--- config.mk ---
export PLATFORM = sky130hd
export DESIGN_NAME = imm_extend_stage
export DESIGN_NICKNAME = d
export VERILOG_FILES = /design/src/rtl/legv8_pkg.sv /design/src/rtl/pipe_skid_buf.sv /design/src/rtl/imm_extend_stage.sv
export SDC_FILE = /design/constraint.sdc
export NUM_CORES = 1
export LEC_CHECK = 0
export CORE_MARGIN = 8
export CORE_UTILIZATION = 42
export DETAILED_ROUTE_END_ITERATION = 16
export PLACE_DENSITY_LB_ADDON = 0.3
export SLEW_MARGIN = 30
export SYNTH_ARGS = -nofsm -noshare
export SYNTH_HDL_FRONTEND = slang
export SYNTH_SLANG_ARGS = --single-unit
export TNS_END_PERCENT = 1
--- constraint.sdc ---
create_clock -name clk -period 2.5 [get_ports clk]
set_input_delay 0.5 -clock clk [delete_from_list [all_inputs] [get_ports clk]]
set_output_delay 0.5 -clock clk [all_outputs]
set_load 0.01 [all_outputs]
--- src/rtl/legv8_pkg.sv ---
// Shared LEGv8 definitions: immediate format tags and the opcode patterns
// the immediate generator recognises.
package legv8_pkg;

  typedef enum logic [2:0] {
    NONE = 3'd0,
    B    = 3'd1,
    CB   = 3'd2,
    D    = 3'd3,
    I    = 3'd4
  } imm_type_t;

  localparam int TYPE_W = 3;

  // Opcode fields, left-aligned at ins[31]; widths differ by format.
  localparam logic [5:0]  OP_B     = 6'b000101;
  localparam logic [5:0]  OP_BL    = 6'b100101;
  localparam logic [7:0]  OP_CBZ   = 8'b10110100;
  localparam logic [7:0]  OP_CBNZ  = 8'b10110101;
  localparam logic [7:0]  OP_BCOND = 8'b01010100;
  localparam logic [10:0] OP_LDUR  = 11'b11111000010;
  localparam logic [10:0] OP_STUR  = 11'b11111000000;
  localparam logic [9:0]  OP_ADDI  = 10'b1001000100;
  localparam logic [9:0]  OP_SUBI  = 10'b1101000100;

endpackage

--- src/rtl/pipe_skid_buf.sv ---
// Two-entry valid/ready pipeline buffer (output register plus skid register)
// that keeps full throughput under backpressure while preserving FIFO order.
module pipe_skid_buf #(
  parameter int W = 8
) (
  input  logic         clk,
  input  logic         rst,
  input  logic         in_valid,
  output logic         in_ready,
  input  logic [W-1:0] in_data,
  output logic         out_valid,
  input  logic         out_ready,
  output logic [W-1:0] out_data
);

  logic         skid_valid;
  logic [W-1:0] skid_data;
  logic         in_xfer;
  logic         out_free;

  assign in_ready = !skid_valid;
  assign in_xfer  = in_valid && in_ready;
  // The output register may load whenever it is empty or being drained.
  assign out_free = !out_valid || out_ready;

  // NOTE: the data registers are reset as well, because the stage must present
  // an all-zero payload while in reset, not whatever was last held.
  always_ff @(posedge clk or posedge rst) begin
    if (rst) begin
      out_valid  <= 1'b0;
      out_data   <= '0;
      skid_valid <= 1'b0;
      skid_data  <= '0;
    end else if (out_free) begin
      // The skid entry is older than anything arriving now, so it goes first.
      // While the skid is full in_ready is low, so no input can collide here.
      if (skid_valid) begin
        out_data   <= skid_data;
        out_valid  <= 1'b1;
        skid_valid <= 1'b0;
      end else if (in_xfer) begin
        out_data   <= in_data;
        out_valid  <= 1'b1;
      end else begin
        out_valid  <= 1'b0;
      end
    end else if (in_xfer) begin
      skid_data  <= in_data;
      skid_valid <= 1'b1;
    end
  end

endmodule

--- src/rtl/imm_extend_stage.sv ---
// Pipelined LEGv8 immediate generator: decodes B/CB/D/I formats from the
// opcode, extends/scales the immediate and buffers it behind valid/ready.
module imm_extend_stage
  import legv8_pkg::*;
#(
  parameter int DATA_W       = 64,
  parameter bit SHIFT_BRANCH = 1'b1,
  parameter bit ILLEGAL_ZERO = 1'b1
) (
  input  logic              clk,
  input  logic              rst,
  input  logic              ins_valid,
  output logic              ins_ready,
  input  logic [31:0]       ins,
  output logic              imm_valid,
  input  logic              imm_ready,
  output logic [DATA_W-1:0] imm,
  output imm_type_t         imm_type,
  output logic              illegal
);

  localparam int PAY_W = DATA_W + TYPE_W + 1;

  // Payload layout: {illegal, imm_type, imm}.
  function automatic logic [PAY_W-1:0] decode(input logic [31:0] w);
    logic [DATA_W-1:0] val;
    imm_type_t         typ;
    logic              bad;
    val = '0;
    typ = NONE;
    bad = 1'b0;
    if (w[31:26] == OP_B || w[31:26] == OP_BL) begin
      typ = B;
      val = {{(DATA_W-26){w[25]}}, w[25:0]};
      if (SHIFT_BRANCH) val = val << 2;
    end else if (w[31:24] == OP_CBZ || w[31:24] == OP_CBNZ ||
                 w[31:24] == OP_BCOND) begin
      typ = CB;
      val = {{(DATA_W-19){w[23]}}, w[23:5]};
      if (SHIFT_BRANCH) val = val << 2;
    end else if (w[31:21] == OP_LDUR || w[31:21] == OP_STUR) begin
      typ = D;
      val = {{(DATA_W-9){w[20]}}, w[20:12]};
    end else if (w[31:22] == OP_ADDI || w[31:22] == OP_SUBI) begin
      typ = I;
      val = {{(DATA_W-12){1'b0}}, w[21:10]};
    end else begin
      bad = 1'b1;
      val = ILLEGAL_ZERO ? '0 : {{(DATA_W-26){w[25]}}, w[25:0]};
    end
    return {bad, typ, val};
  endfunction

  logic [PAY_W-1:0] pay_in;
  logic [PAY_W-1:0] pay_out;
  logic             buf_ready;

  assign pay_in    = decode(ins);
  // Hold off upstream for the whole time reset is asserted.
  assign ins_ready = buf_ready && !rst;

  pipe_skid_buf #(.W(PAY_W)) u_skid (
    .clk       (clk),
    .rst       (rst),
    .in_valid  (ins_valid),
    .in_ready  (buf_ready),
    .in_data   (pay_in),
    .out_valid (imm_valid),
    .out_ready (imm_ready),
    .out_data  (pay_out)
  );

  assign imm      = pay_out[DATA_W-1:0];
  assign imm_type = imm_type_t'(pay_out[DATA_W +: TYPE_W]);
  assign illegal  = pay_out[PAY_W-1];

endmodule

=== After elaboration in Yosys (flattened, before gate mapping) ===
Cells that the tools add are included.

* Bitwise operators: 1
* Reduce and logical (&&, ||, !) cells: 15
* Equal/unequal tests: 9
* Multiplexer cells: 18

{| class="wikitable"
|+ Operators with widths
! cell !! count
|-
| 64-bit 2-to-1 mux || 3
|-
| 68-bit 2-to-1 mux || 2
|-
| 11-bit == test, second input constant || 2
|-
| 10-bit == test, second input constant || 2
|-
| 8-bit == test, second input constant || 2
|-
| 12-bit 2-to-1 mux || 1
|-
| 3-bit 2-to-1 mux || 4
|-
| 8-bit by 7-bit == test with 1-bit output, second input constant || 1
|-
| 1-bit 2-to-1 mux || 8
|-
| 6-bit by 3-bit == test with 1-bit output, second input constant || 1
|-
| 6-bit == test, second input constant || 1
|-
| 1-bit logical OR || 6
|-
| 2-bit AND reduction || 2
|-
| 2-bit nonzero test || 2
|-
| 1-bit logical NOT || 3
|-
| 1-bit logical AND || 2
|-
| 1-bit NOT || 1
|}

* Output and inout port bits: 70
* Bits in registers: 138
* Input bits: 36

=== Logic depth before layout (Yosys ltp) ===
* Depth in word-level cells: 8
* Gate-level depth with buffers: 8
* Gate-level depth less buffers: 5

=== Modules after synthesis ===
Synthesis repeated with hierarchy kept, for this count alone.

* Cell total of the unflattened synthesis: 462
* Area, all modules: 6550.0 um^2

{| class="wikitable"
|+ Modules (own cells, without submodules)
! module !! instances !! area an instance (um^2) !! cells each
|-
| pipe_skid_buf || 1 || 5945.7 || 372
|-
| imm_extend_stage || 1 || 604.3 || 90
|}

=== Worst setup path after synthesis ===
Ideal clock, no wire load.

* Kind: input to register
* Start: input port ins[29]
* End: register u_skid.out_data[10]
* Path buffers: 2
* Arrival time: 1.818 ns
* Stages: 7
* Slack: 0.600 ns
* Library setup time: 0.082 ns
* Path through: or4b_1 -> a21oi_2 -> and2_1 -> buf_6 -> buf_6 -> nand3_2 -> a31oi_1

* Cells in the longest elaborated chain, start to end: 8
* Elaborated cells between the ends (all ways): 20
* Those cells by class: eq/ne (9); mux (6); reduce/logical (5)

{| class="wikitable"
|+ RTL lines
! element !! RTL line !! text
|-
| start: declaration || imm_extend_stage.sv:14 || <nowiki>input logic [31:0] ins,</nowiki>
|-
| 10-bit == test || imm_extend_stage.sv:44 || <nowiki>end else if (w[31:22] == OP_ADDI || w[31:22] == OP_SUBI) begin</nowiki>
|-
| 1-bit logical OR || imm_extend_stage.sv:44 ||
|-
| 12-bit 2-to-1 mux || imm_extend_stage.sv:44 ||
|-
| 64-bit 2-to-1 mux || imm_extend_stage.sv:41 || <nowiki>end else if (w[31:21] == OP_LDUR || w[31:21] == OP_STUR) begin</nowiki>
|-
| 64-bit 2-to-1 mux || imm_extend_stage.sv:36 || <nowiki>end else if (w[31:24] == OP_CBZ || w[31:24] == OP_CBNZ ||</nowiki>
|-
| 64-bit 2-to-1 mux * || imm_extend_stage.sv:32 || <nowiki>if (w[31:26] == OP_B || w[31:26] == OP_BL) begin</nowiki>
|-
| 68-bit 2-to-1 mux * || pipe_skid_buf.sv:41 || <nowiki>end else if (in_xfer) begin</nowiki>
|-
| 68-bit 2-to-1 mux * || pipe_skid_buf.sv:37 || <nowiki>if (skid_valid) begin</nowiki>
|-
| end signal: assignment || pipe_skid_buf.sv:38 || <nowiki>out_data <= skid_data;</nowiki>
|-
| end signal: assignment || pipe_skid_buf.sv:42 || <nowiki>out_data <= in_data;</nowiki>
|-
| end: declaration || pipe_skid_buf.sv:13 || <nowiki>output logic [W-1:0] out_data</nowiki>
|}

Mark *: on every way between the ends. The rest lies on a longest branch, timed or not. The select of a mux whose other input is x is not followed.
A chain may end at the register's enable or synchronous reset.

=== Final worst setup path ===
* Start: input port ins[25]
* End: register u_skid.out_data[26]

* Cells in the longest elaborated chain, start to end: 7
* Elaborated cells between the ends (all ways): 13
* Those cells by class: eq/ne (5); mux (5); reduce/logical (3)

{| class="wikitable"
|+ RTL lines
! element !! RTL line
|-
| 11-bit == test / 8-bit == test (equally long branches) || imm_extend_stage.sv:41, imm_extend_stage.sv:36
|-
| 1-bit logical OR, on equally long branches || imm_extend_stage.sv:41, imm_extend_stage.sv:36
|-
| 64-bit 2-to-1 mux / 1-bit logical OR (equally long branches) || imm_extend_stage.sv:41, imm_extend_stage.sv:36
|-
| 64-bit 2-to-1 mux * || imm_extend_stage.sv:36
|-
| 64-bit 2-to-1 mux * || imm_extend_stage.sv:32
|-
| 68-bit 2-to-1 mux * || pipe_skid_buf.sv:41
|-
| 68-bit 2-to-1 mux * || pipe_skid_buf.sv:37
|}

Marks and branches as above.

==> impl_metrics.py <==
metrics = {
    "route": {
        "first_iter_violations": 237,
        "wire_per_inst_um": 18.1,
        "route.detailed.drc": 0,
        "drtPass1Iterations": 5,
        "drt-total-wl_um": 11000,
        "drtAntennaViolNets": 0,
        "avgViaCountPerCell": 5.61,
        "num_vias": 3417,
    },
    "clock_network": {
        "tritoncts": "yes",
        "ctsResizeCount": 0,
        "clock_sinks": 66,
        "htreeDepth": 3,
        "ctsHoldBuffers": 0,
        "post_cts_buffers": 0,
        "cts.clk_slew.worst_paths_ns": 0.07,
        "cts_buffers": 9,
        "clockBufferDepth": 2,
        "clk_latency_ns": 0.34,
        "cts-root-buf": "clkbuf_8",
    },
    "sta": {
        "hold_violations": 0,
        "fmax_mhz": 434,
        "min_period_ns": 2.30,
        "setup_viol": 0,
        "period_share_pct": 92.1,
        "layout_setup_ws_ns": 0.198,
        "tns_ns": 0,
        "fin_worst_skew_ns": 0.00526,
        "holdWs_ns": 0.481,
        "tightestPinTransition_ns": 0.961,
        "slew_headroom_pct": 35.6,
        "final-max-slew-violation-count": 0,
        "rsz0062_at_grt": "false",
    },
    "grt": {
        "antenna_found_initial": 0,
        "grtUsageTotal_pct": 18.8,
        "first_global_vias": 3371,
        "grt_max_degree": 67,
        "grt-ovfl-total": 0,
        "grt_pass1_wl_um": 17600,
    },
    "setup_path": {
        "reg2reg_depth": 5,
        "startpoint_type": "input port",
        "cp-end-kind": "register",
        "r2r_setup_slack_ns": 0.70,
        "startpoint": "ins[25]",
        "critPathMaxFanout": 14,
        "rr_startpoint": "u_skid.skid_valid$_DFFE_PP0P_",
        "cp.required_ns": 2.72,
        "r2r-end": "u_skid.out_data[11]$_DFFE_PP0P_",
        "crit_type": "in2reg",
        "cp-endpoint": "u_skid.out_data[26]$_DFFE_PP0P_",
        "worstPathArrival_ns": 2.52,
    },
    "synthesis": {
        "synth_top_area_share_pct": 45.9,
        "synth_edf_count": 0,
        "synth-seq-cells": 66,
        "synth.most_common_cell": "dfrtp_1",
        "ys_top_cells_by_area": "dfrtp_1, buf_4, nand2_1",
        "ys_seq_area_share_pct": 45.9,
        "async_reset_ff_share_pct": 100,
        "yosysUniqueCellTypes": 45,
        "synthCells": 415,
        "synth_flop_cell": "dfrtp_1",
        "synth_commonest_cells": "dfrtp_1, nand2_1, o21ai_0",
        "netlist_area_um2": 3600,
        "syn_nets": 451,
        "ys_warn_count": 0,
        "synth_area_leader_cell": "dfrtp_1",
        "synth.avg_cell_area_um2": 8.67,
    },
    "placement": {
        "io_buffers": 105,
        "place_ws_ns": -0.143,
        "dpl.hpwl_um": 8080,
        "gp_congestion": 0.876,
    },
    "layout": {
        "area_growth_pct": 34.5,
        "fin_util_pct": 58.6,
        "final_nets": 536,
        "final_layout_size_suffix_gt1_share_pct": 11.1,
        "num_antenna_cells": 0,
    },
    "worst_hold_path": {
        "min_path_cells": 2,
        "min_path_type": "reg2reg",
    },
    "die": {
        "initial_core_util_pct": 43.6,
        "std_cell_rows": 33,
        "die-width_um": 109,
        "die-height_um": 109,
        "pin_count": 106,
        "core_um2": 8260,
        "die_area_um2": 11800,
    },
    "status": {
        "status": "finished clean",
    },
    "run": {
        "cap_violations": 0,
    },
    "pwr": {
        "p_leak_nw": 1.96,
        "power_density_nw_per_um2": 590,
        "vdd_drop_max_v": 0.000363,
    },
}
power by group:
| part | total [mW] | internal (mW) | switching [mW] |
|---|---|---|---|
| clock network | 0.738 | 0.348 | 0.390 |
| registers | 1.26 | 1.19 | 0.0699 |
| logic | 0.855 | 0.448 | 0.407 |
sequential cells by signal (all words and copies together), names as in the netlist:
register           count
u_skid.out_data       32
u_skid.out_valid       1
u_skid.skid_data      32
u_skid.skid_valid      1
critical path: stages:
cell and delay, ns:
clkdlybuf4s50_1 0.60, nor4b_1 0.11, and4_1 0.23, a31oi_1 0.71, and3_1 0.27, o21ai_0 0.09
cell type report:
class	count	area, µm²
Timing Repair Buffer	139	1360
Tap cell	105	131
Clock buffer	11	131
Clock inverter	4	20.0
Fill cell	758	3420
Inverter	2	7.51
Sequential cell	66	1650
Multi-Input combinational cell	282	1540
through the flow:
step	instance area [µm²]	std cells	power, mW
floorplan	3600	415	1.73
global placement	4690	594	2.13
detailed placement	4690	594	2.15
CTS	4840	609	2.88
global route	4840	609	2.99
finish	4840	609	2.86
cell usage in the layout, fill, tap and decap left out, types with 13 or more instances in the layout:
master	Yosys	layout
a21oi_1	34	34
nor2_1	21	21
o21ai_0	42	42
buf_4	36	30
o21ai_1	22	21
dfrtp_1	66	66
clkdlybuf4s50_1	0	105
nand3_1	13	13
and3_1	13	13
nand2_1	58	58
metal layers:
layer / wire length (µm) / GRT usage (%)
met5: 0 / 0
met4: 146 / 7.04
met3: 924 / 4.70
met2: 5140 / 29.9
met1: 4790 / 24.3
how the worst min path moves through the flow:
stage / start / endpoint / slack, ns
finish: u_skid.skid_data[4]$_DFFE_PP0P_ / u_skid.skid_data[4]$_DFFE_PP0P_ / 0.48
global route: u_skid.skid_data[64]$_DFFE_PP0P_ / u_skid.skid_data[64]$_DFFE_PP0P_ / 0.50
CTS: u_skid.skid_data[4]$_DFFE_PP0P_ / u_skid.skid_data[4]$_DFFE_PP0P_ / 0.48
detailed placement: u_skid.skid_data[4]$_DFFE_PP0P_ / u_skid.skid_data[4]$_DFFE_PP0P_ / 0.46
global placement: u_skid.skid_data[64]$_DFFE_PP0P_ / u_skid.skid_data[64]$_DFFE_PP0P_ / 0.45
floorplan: u_skid.skid_data[65]$_DFFE_PP0P_ / u_skid.skid_data[65]$_DFFE_PP0P_ / 0.44
kinds of logic after synthesis:
kind of cell,Yosys count,share of synthesized area (%)
AOI/OAI and AO/OA,144,23.4
and+or+nand+nor,137,18.9
buffers and inverters,67,11.5
DFF,66,45.9
muxes,1,0.278
No activity file was read; power rests on OpenSTA's default activity.
